--- config.mk ---
export PLATFORM = sky130hd
export DESIGN_NAME = stagemem
export DESIGN_NICKNAME = d
export VERILOG_FILES = /design/src/rtl/riscv_pkg.sv /design/src/rtl/ld_extend.sv /design/src/rtl/stagemem.sv
export SDC_FILE = /design/constraint.sdc
export NUM_CORES = 1
export LEC_CHECK = 0
export BUFFER_PORTS_ARGS = -buffer_cell sky130_fd_sc_hd__clkbuf_2
export CORE_MARGIN = 2
export CORE_UTILIZATION = 49
export DETAILED_ROUTE_END_ITERATION = 10
export PLACE_DENSITY = 0.83
export SLEW_MARGIN = 20
export SYNTH_ARGS = -nofsm -noshare
export SYNTH_HDL_FRONTEND = slang
export SYNTH_SLANG_ARGS = --single-unit
--- constraint.sdc ---
create_clock -name i_clk -period 2.17 [get_ports i_clk]
set_clock_uncertainty 0.1 [all_clocks]
set_input_delay 0.3255 -clock i_clk [delete_from_list [all_inputs] [get_ports i_clk]]
set_output_delay 0.3255 -clock i_clk [all_outputs]
set_load 0.005 [all_outputs]
--- src/rtl/riscv_pkg.sv ---
// Shared RV32I load/store encodings and the memory-stage state type.
// Imported by the memory-stage FSM and its load-extension helper.
package riscv_pkg;

  localparam logic [2:0] F3_LB  = 3'b000;
  localparam logic [2:0] F3_LH  = 3'b001;
  localparam logic [2:0] F3_LW  = 3'b010;
  localparam logic [2:0] F3_LBU = 3'b100;
  localparam logic [2:0] F3_LHU = 3'b101;

  localparam logic [2:0] F3_SB  = 3'b000;
  localparam logic [2:0] F3_SH  = 3'b001;
  localparam logic [2:0] F3_SW  = 3'b010;

  typedef enum logic {
    IDLE = 1'b0,
    REQ  = 1'b1
  } state_t;

  // funct3[1:0] encodes the access size: 00 byte, 01 halfword, 10 word.
  function automatic logic is_aligned(input logic [1:0] size, input logic [1:0] addr_lo);
    case (size)
      2'b00:   is_aligned = 1'b1;
      2'b01:   is_aligned = ~addr_lo[0];
      2'b10:   is_aligned = (addr_lo == 2'b00);
      default: is_aligned = 1'b0;
    endcase
  endfunction

endpackage

--- src/rtl/ld_extend.sv ---
// Selects the addressed byte/halfword lane of a read word and sign/zero extends it.
module ld_extend
  import riscv_pkg::*;
(
  input  logic [31:0] rdata,
  input  logic [1:0]  addr,
  input  logic [2:0]  funct3,
  output logic [31:0] data
);

  logic [7:0]  byte_lane;
  logic [15:0] half_lane;

  // NOTE: every always_comb output gets a default before the case so no path leaves it unassigned (no latch).
  always_comb begin
    byte_lane = rdata[{addr, 3'b000} +: 8];
    half_lane = addr[1] ? rdata[31:16] : rdata[15:0];
    data      = rdata;
    case (funct3)
      F3_LB:   data = {{24{byte_lane[7]}}, byte_lane};
      F3_LBU:  data = {24'h0, byte_lane};
      F3_LH:   data = {{16{half_lane[15]}}, half_lane};
      F3_LHU:  data = {16'h0, half_lane};
      default: data = rdata;
    endcase
  end

endmodule

--- src/rtl/stagemem.sv ---
// Pipeline memory stage: IDLE/REQ handshake FSM towards a data memory with
// alignment/legality checks, store lane placement, load extension and a wait-abort counter.
module stagemem
  import riscv_pkg::*;
#(
  parameter int unsigned WAIT_MAX = 15
) (
  input  logic        i_clk,
  input  logic        i_rst,
  input  logic        i_valid,
  input  logic        i_mem_rd,
  input  logic        i_mem_wr,
  input  logic [2:0]  i_funct3,
  input  logic [31:0] i_alu_data,
  input  logic [31:0] i_rs2_data,
  output logic        o_stall,
  output logic [31:0] o_ld_data,
  output logic        o_ld_valid,
  output logic        o_exc,
  output logic        o_timeout,
  output logic        o_dmem_req,
  output logic        o_dmem_we,
  output logic [31:0] o_dmem_addr,
  output logic [31:0] o_dmem_wdata,
  output logic [3:0]  o_dmem_be,
  input  logic        i_dmem_ack,
  input  logic [31:0] i_dmem_rdata
);

  localparam logic [7:0] CNT_LAST = 8'(WAIT_MAX - 1);

  state_t      state, state_nxt;
  logic [7:0]  wait_cnt;
  logic [2:0]  funct3_q;
  logic [1:0]  addr_lo_q;
  logic        legal, aligned, start, bad_access, acc_done, acc_abort;
  logic [3:0]  be_nxt;
  logic [31:0] wdata_nxt, ext_data;

  always_comb begin
    legal = 1'b0;
    if (i_mem_rd && !i_mem_wr)
      legal = i_funct3 inside {F3_LB, F3_LH, F3_LW, F3_LBU, F3_LHU};
    else if (i_mem_wr && !i_mem_rd)
      legal = i_funct3 inside {F3_SB, F3_SH, F3_SW};
    aligned    = is_aligned(i_funct3[1:0], i_alu_data[1:0]);
    start      = (state == IDLE) && i_valid && legal && aligned;
    bad_access = (state == IDLE) && i_valid && (i_mem_rd || i_mem_wr) && !(legal && aligned);
    // The abort fires in the REQ cycle that would be the WAIT_MAX-th without ack; an ack there wins.
    acc_done   = (state == REQ) && i_dmem_ack;
    acc_abort  = (state == REQ) && !i_dmem_ack && (wait_cnt == CNT_LAST);
    o_stall    = !i_rst && (start || ((state == REQ) && !i_dmem_ack));
  end

  always_comb begin
    state_nxt = state;
    case (state)
      IDLE:    if (start) state_nxt = REQ;
      REQ:     if (acc_done || acc_abort) state_nxt = IDLE;
      default: state_nxt = IDLE;
    endcase
  end

  always_comb begin
    be_nxt    = 4'b1111;
    wdata_nxt = i_rs2_data;
    case (i_funct3[1:0])
      2'b00: begin
        be_nxt    = 4'b0001 << i_alu_data[1:0];
        wdata_nxt = {4{i_rs2_data[7:0]}};
      end
      2'b01: begin
        be_nxt    = 4'b0011 << i_alu_data[1:0];
        wdata_nxt = {2{i_rs2_data[15:0]}};
      end
      default: ;
    endcase
  end

  ld_extend u_ld_extend (
    .rdata  (i_dmem_rdata),
    .addr   (addr_lo_q),
    .funct3 (funct3_q),
    .data   (ext_data)
  );

  // NOTE: sequential state uses non-blocking assignments only; the synchronous reset has priority over everything.
  always_ff @(posedge i_clk) begin
    if (i_rst) begin
      state        <= IDLE;
      wait_cnt     <= '0;
      funct3_q     <= '0;
      addr_lo_q    <= '0;
      o_dmem_req   <= 1'b0;
      o_dmem_we    <= 1'b0;
      o_dmem_addr  <= '0;
      o_dmem_wdata <= '0;
      o_dmem_be    <= '0;
      o_ld_data    <= '0;
      o_ld_valid   <= 1'b0;
      o_exc        <= 1'b0;
      o_timeout    <= 1'b0;
    end else begin
      state      <= state_nxt;
      o_ld_valid <= acc_done && !o_dmem_we;
      o_exc      <= bad_access;
      o_timeout  <= acc_abort;
      if (start) begin
        o_dmem_req   <= 1'b1;
        o_dmem_we    <= i_mem_wr;
        o_dmem_addr  <= {i_alu_data[31:2], 2'b00};
        o_dmem_wdata <= wdata_nxt;
        o_dmem_be    <= be_nxt;
        funct3_q     <= i_funct3;
        addr_lo_q    <= i_alu_data[1:0];
        wait_cnt     <= '0;
      end else if (acc_done || acc_abort) begin
        o_dmem_req <= 1'b0;
      end else if (state == REQ) begin
        wait_cnt <= wait_cnt + 8'd1;
      end
      if (acc_done && !o_dmem_we)
        o_ld_data <= ext_data;
    end
  end

endmodule

Word-level counts from Yosys, hierarchy flattened --
Index checks and enable logic that the tools add are counted.
Operators by class: shift operators 3, multiplexer cells 12, equality and inequality tests 10, $add $sub $neg 1, bitwise operators 3, reduce and logical (&&, ||, !) cells 31
Operator list (number):
- one-hot mux 32 bit (4 select lines) | 1
- one-hot mux 32 bit (2 select lines) | 1
- variable part select 32 x 6 -> 8 bit | 1
- 2-to-1 mux 16 bit | 1
- logical AND 1 bit | 13
- == test 3 bit, second input constant | 4
- adder 8 x 1 -> 8 bit, second input constant | 1
- == test 8 x 4 -> 1 bit, second input constant | 1
- one-hot mux 4 bit (2 select lines) | 1
- == test 3 x 1 -> 1 bit, second input constant | 2
- logical NOT 1 bit | 6
- logical NOT 3 bit | 2
- 2-to-1 mux 1 bit | 6
- nonzero test 5 bit | 1
- logical NOT 2 bit | 2
- << shifter 1 x 2 -> 4 bit, first input constant | 1
- << shifter 2 x 2 -> 4 bit, first input constant | 1
- == test 3 x 2 -> 1 bit, second input constant | 1
- logical OR 1 bit | 3
- NOT 1 bit | 3
- one-hot mux 1 bit (3 select lines) | 1
- nonzero test 3 bit | 1
- == test 2 x 1 -> 1 bit, second input constant | 1
- == test 2 bit, second input constant | 1
- 4 further kinds | 4
Word-level totals: input port bits 105, output and inout bits 106, logic and storage cells 73, register bits after elaboration 117

Longest topological paths before layout --
depth in word-level cells 8, mapped depth 7

Modules after synthesis --
Synthesis repeated with hierarchy kept, for this count alone.
Unflattened totals: cell total of the unflattened synthesis 669, area, all modules 5660.4 sq um
By module, submodules not included:
- stagemem | cells each 573, area an instance 4814.6 sq um, instances 1, seq. area each 2342.2 sq um
- ld_extend | cells each 96, area an instance 845.8 sq um, instances 1, seq. area each 0.0 sq um

Worst setup path before layout --
No wires, ideal clock.
path type input to output, from in i_funct3[0], to out o_stall, arrival time 1.553 ns, required time 1.745 ns, stages on the path 7, slack 0.192 ns, buffers on the path 3, cell sequence or2_1 > buf_4 > a211oi_2 > buf_4 > buf_2 > nand2_1 > a21oi_1
Between the ends: longest elaborated chain between the ends 8, elaborated cells between the ends (all ways) 17
RTL lines:
- start: declaration | line stagemem.sv:13 | input logic [2:0] i_funct3,
- == test 3 x 1 -> 1 bit, or another cell as far along | line stagemem.sv:43, stagemem.sv:45
- nonzero test 3 bit | line stagemem.sv:45 | legal = i_funct3 inside {F3_SB, F3_SH, F3_SW};
- 2-to-1 mux 1 bit | line stagemem.sv:44 | else if (i_mem_wr && !i_mem_rd)
- 2-to-1 mux 1 bit | line stagemem.sv:42 | if (i_mem_rd && !i_mem_wr)
- logical AND 1 bit | line stagemem.sv:47 | start = (state == IDLE) && i_valid && legal && aligned;
- logical AND 1 bit (*) | line stagemem.sv:47
- logical OR 1 bit (*) | line stagemem.sv:52 | o_stall = !i_rst && (start || ((state == REQ) && !i_dmem_ack));
- logical AND 1 bit (*) | line stagemem.sv:52
- end: declaration | line stagemem.sv:16 | output logic o_stall,
Every way passes the cells marked *; elsewhere a longest branch is shown, timed or not.

Worst setup path in the final report --
from in i_dmem_rdata[31], to reg o_ld_data[25]
Between the ends: longest elaborated chain between the ends 2, elaborated cells between the ends (all ways) 3
RTL lines:
- start: declaration | line stagemem.sv:27 | input logic [31:0] i_dmem_rdata
- variable part select 32 x 6 -> 8 bit or 2-to-1 mux 16 bit (tied branches) | line ld_extend.sv:16, ld_extend.sv:17
- one-hot mux 32 bit (4 select lines) (*) | line ld_extend.sv:19 | case (funct3)
- end signal: assignment | line stagemem.sv:123 | o_ld_data <= ext_data;
- end: declaration | line stagemem.sv:17 | output logic [31:0] o_ld_data,
Marked as above. A chain may end at the register's enable or synchronous reset.

==> results.py <==
metrics = {
    "outcome": {
        "status": "completed",
    },
    "timing": {
        "slew_viol_final": 0,
        "min_period_over_period_pct": 95.55,
        "timing.fmax_mhz": 482.3,
        "finalSetupViolCount": 0,
        "finalHoldWorstSlack_ps": 15.35,
        "worst_pin_slew_ps": 597.8,
        "rsz0062_at_grt": "false",
        "fin_tns_setup_ps": 0,
        "fin_crit_ps": 2073,
        "worst_slack_ps": 96.66,
        "relSlewSlack_pct": 60.01,
        "hold_viol": 0,
    },
    "layout": {
        "fill_cells": 829,
        "stdcell_area_mm2": 0.007629,
        "antenna_cells": 0,
        "final_cell_mix": "clkbuf_2 (207), dfxtp_1 (116), a21oi_1 (83)",
        "drive_gt1_share_pct": 32.17,
        "syn2layout_area_growth_pct": 41.99,
        "nets": 985,
        "regArea_mm2": 0.002344,
        "multi_input_comb_area_mm2": 0.002769,
        "layout_commonest_cell": "clkbuf_2",
    },
    "die": {
        "die_x_um": 108.7,
        "start_util_pct": 50.00,
        "die_height_um": 108.7,
        "die_area_mm2": 0.01182,
        "core_region_area_mm2": 0.01075,
        "rows": 38,
        "ios": 211,
    },
    "placed_design": {
        "portBuffers": 208,
        "gp_congestion": 0.9171,
        "place_area_mm2": 0.006598,
        "hpwlAfterDp_um": 11010,
        "pre_cts_ws_ps": 48.83,
    },
    "route": {
        "dr.pass1.iters": 7,
        "via_per_inst": 5.738,
        "post_drt_wl_per_cell_um": 16.68,
        "routed_wl_um": 17160,
        "drc": 0,
        "drt_iter0_drc": 479,
        "ant_nets": 0,
        "vias": 5904,
    },
    "yosys": {
        "ys_types": 49,
        "synth_area_mm2": 0.005373,
        "async_flop_share_pct": 0,
        "synth_edf_count": 0,
        "ys_warn_count": 0,
        "ys_seq_elements": 117,
        "avgSynthCellArea_um2": 8.343,
        "seq_area_frac_synth_pct": 43.60,
        "syn_inst": 644,
        "ys.flop_type": "dfxtp_1",
    },
    "global_routing": {
        "grt_overflow": 0,
        "groute.usage.overall_pct": 27.94,
        "grt_antenna_before_repair": 0,
        "grt_pass1_vias": 5375,
        "grt_max_degree": 56,
        "grt_pass1_wl_um": 26190,
    },
    "pwr": {
        "p_leak_nw": 3.146,
        "powerDensity_mw_per_mm2": 730.2,
        "max-vdd-ir-drop_uv": 498.2,
    },
    "clock_network": {
        "numCtsBuffers": 17,
        "cts_max_level": 4,
        "path_clk_slew_ps": 50,
        "clkLatencyLatePin_ps": 500,
        "cts_sinks": 117,
        "cts_root_buf": "clkbuf_8",
        "tritoncts": "done",
        "cts_setup_buffers": 0,
        "clockBufferDepth": 2,
    },
    "worst_setup_path": {
        "crit_type": "input port to register",
        "r2r-end": "o_ld_data[25]",
        "crit_arrival_ps": 2320,
        "ff2ff_path_depth": 4,
        "setup.worst_path.end": "o_ld_data[25]",
        "cp.required_ps": 2420,
        "critical_path.max_fanout": 16,
        "reg2reg_slack_ps": 190,
        "worst_r2r_startpoint": "addr_lo_q[1]",
        "startpoint": "i_dmem_rdata[31]",
        "crit_path_end_kind": "register",
        "critPathLaunchType": "input port",
    },
    "run": {
        "maxCapViolCount": 0,
    },
    "hold_path": {
        "hold_class": "input port to register",
    },
}
-- cells in the mapped netlist (2+ instances only) --
cell type,number,area share (%)
a2111oi_0,3,0.49
a211oi_1,43,6.0
a21oi_1,84,7.8
a311oi_1,3,0.49
a31oi_1,6,0.70
and3_1,2,0.23
and4b_1,2,0.37
buf_1,8,0.56
buf_2,10,0.93
buf_4,6,0.84
buf_6,2,0.42
clkbuf_1,40,2.8
dfxtp_1,117,44
ha_1,2,0.47
inv_1,5,0.35
mux2_2,8,1.7
mux2i_1,26,4.8
nand2_1,49,3.4
nand2b_1,6,0.70
nand3_1,53,4.9
nand3b_1,10,1.4
nor2_1,37,2.6
nor2b_1,2,0.23
nor3_1,14,1.3
o21ai_0,73,6.8
o221a_2,6,1.3
or2_1,2,0.23
xnor2_1,3,0.49
xor2_1,2,0.33
-- per-stage QoR --
| stage | power [mW] | utilization (%) | instances |
|---|---|---|---|
| 4_1_cts | 5.582 | 70.75 | 1027 |
| 2_1_floorplan | 2.633 | - | 645 |
| 3_3_place_gp | 2.923 | 61.40 | 952 |
| 6_report | 5.571 | 70.99 | 1029 |
| 5_1_grt | 5.750 | 70.99 | 1029 |
| 3_5_place_dp | 2.931 | 61.40 | 952 |
-- registers in the layout (all words and copies together) (netlist names), 2 cells and up --
name / count
o_dmem_be: 4
o_dmem_addr: 30
addr_lo_q: 2
wait_cnt: 8
o_dmem_wdata: 32
funct3_q: 3
o_ld_data: 32
-- routing by layer --
| metal | vias up | share of wire (%) | track usage (%) |
|---|---|---|---|
| li1 | 2807 | - | - |
| met1 | 2795 | 41 | 34.60 |
| met2 | 272 | 50 | 47.41 |
| met3 | 30 | 7.4 | 6.635 |
| met4 | 0 | 2.0 | 9.982 |
| met5 | - | 0 | 0 |
-- cell type report --
cell class / instances / share of cell area (%)
clock buffer: 21 / 5.757
tap: 140 / 2.296
clock inverter: 9 / 1.394
multi-input combinational: 457 / 36.30
sequential: 117 / 30.72
inverter: 5 / 0.2460
timing repair buffer: 280 / 23.29
-- critical path, stage by stage --
cell,delay (ps)
dlygate4sd3_1,530
clkbuf_2,130
mux4_2,490
or2_1,270
a21oi_4,410
a211oi_1,160
-- cell families after synthesis --
kind of cell / Yosys count / share of synthesized area, %
AO/OA/AOI/OAI: 230 / 25.78
AND/OR/NAND/NOR: 183 / 16.44
flip-flops: 117 / 43.60
buffers and inverters: 71 / 5.892
multiplexers: 35 / 6.940
XOR/XNOR: 5 / 0.8152
adder cells (fa/ha/maj): 2 / 0.4657
other: 1 / 0.06980
-- report_power, final --
part           internal, mW  switching (mW)
combinational         0.328           0.400
sequential             2.21          0.0384
clock                  1.64           0.949
-- worst min-delay path by stage --
stage,from,end,depth (start not counted)
after detailed placement,o_dmem_addr[30],o_dmem_addr[30],2
after global routing,i_dmem_rdata[23],o_ld_data[23],3
after global placement,o_dmem_addr[16],o_dmem_addr[16],2
after floorplan,funct3_q[2],funct3_q[2],2
final,i_dmem_rdata[21],o_ld_data[21],3
after CTS,i_rs2_data[3],o_dmem_wdata[3],3
-- timing repair --
| action | 4_1_cts | 5_1_grt |
|---|---|---|
| gates resized for setup | 3 | 2 |
| endpoints found under the hold margin | 45 | 2 |
| endpoints found under the setup margin | 1 | 1 |
| pin swaps | 1 | 0 |
| hold buffers | 45 | 2 |
(Power assumes the default switching activity.)
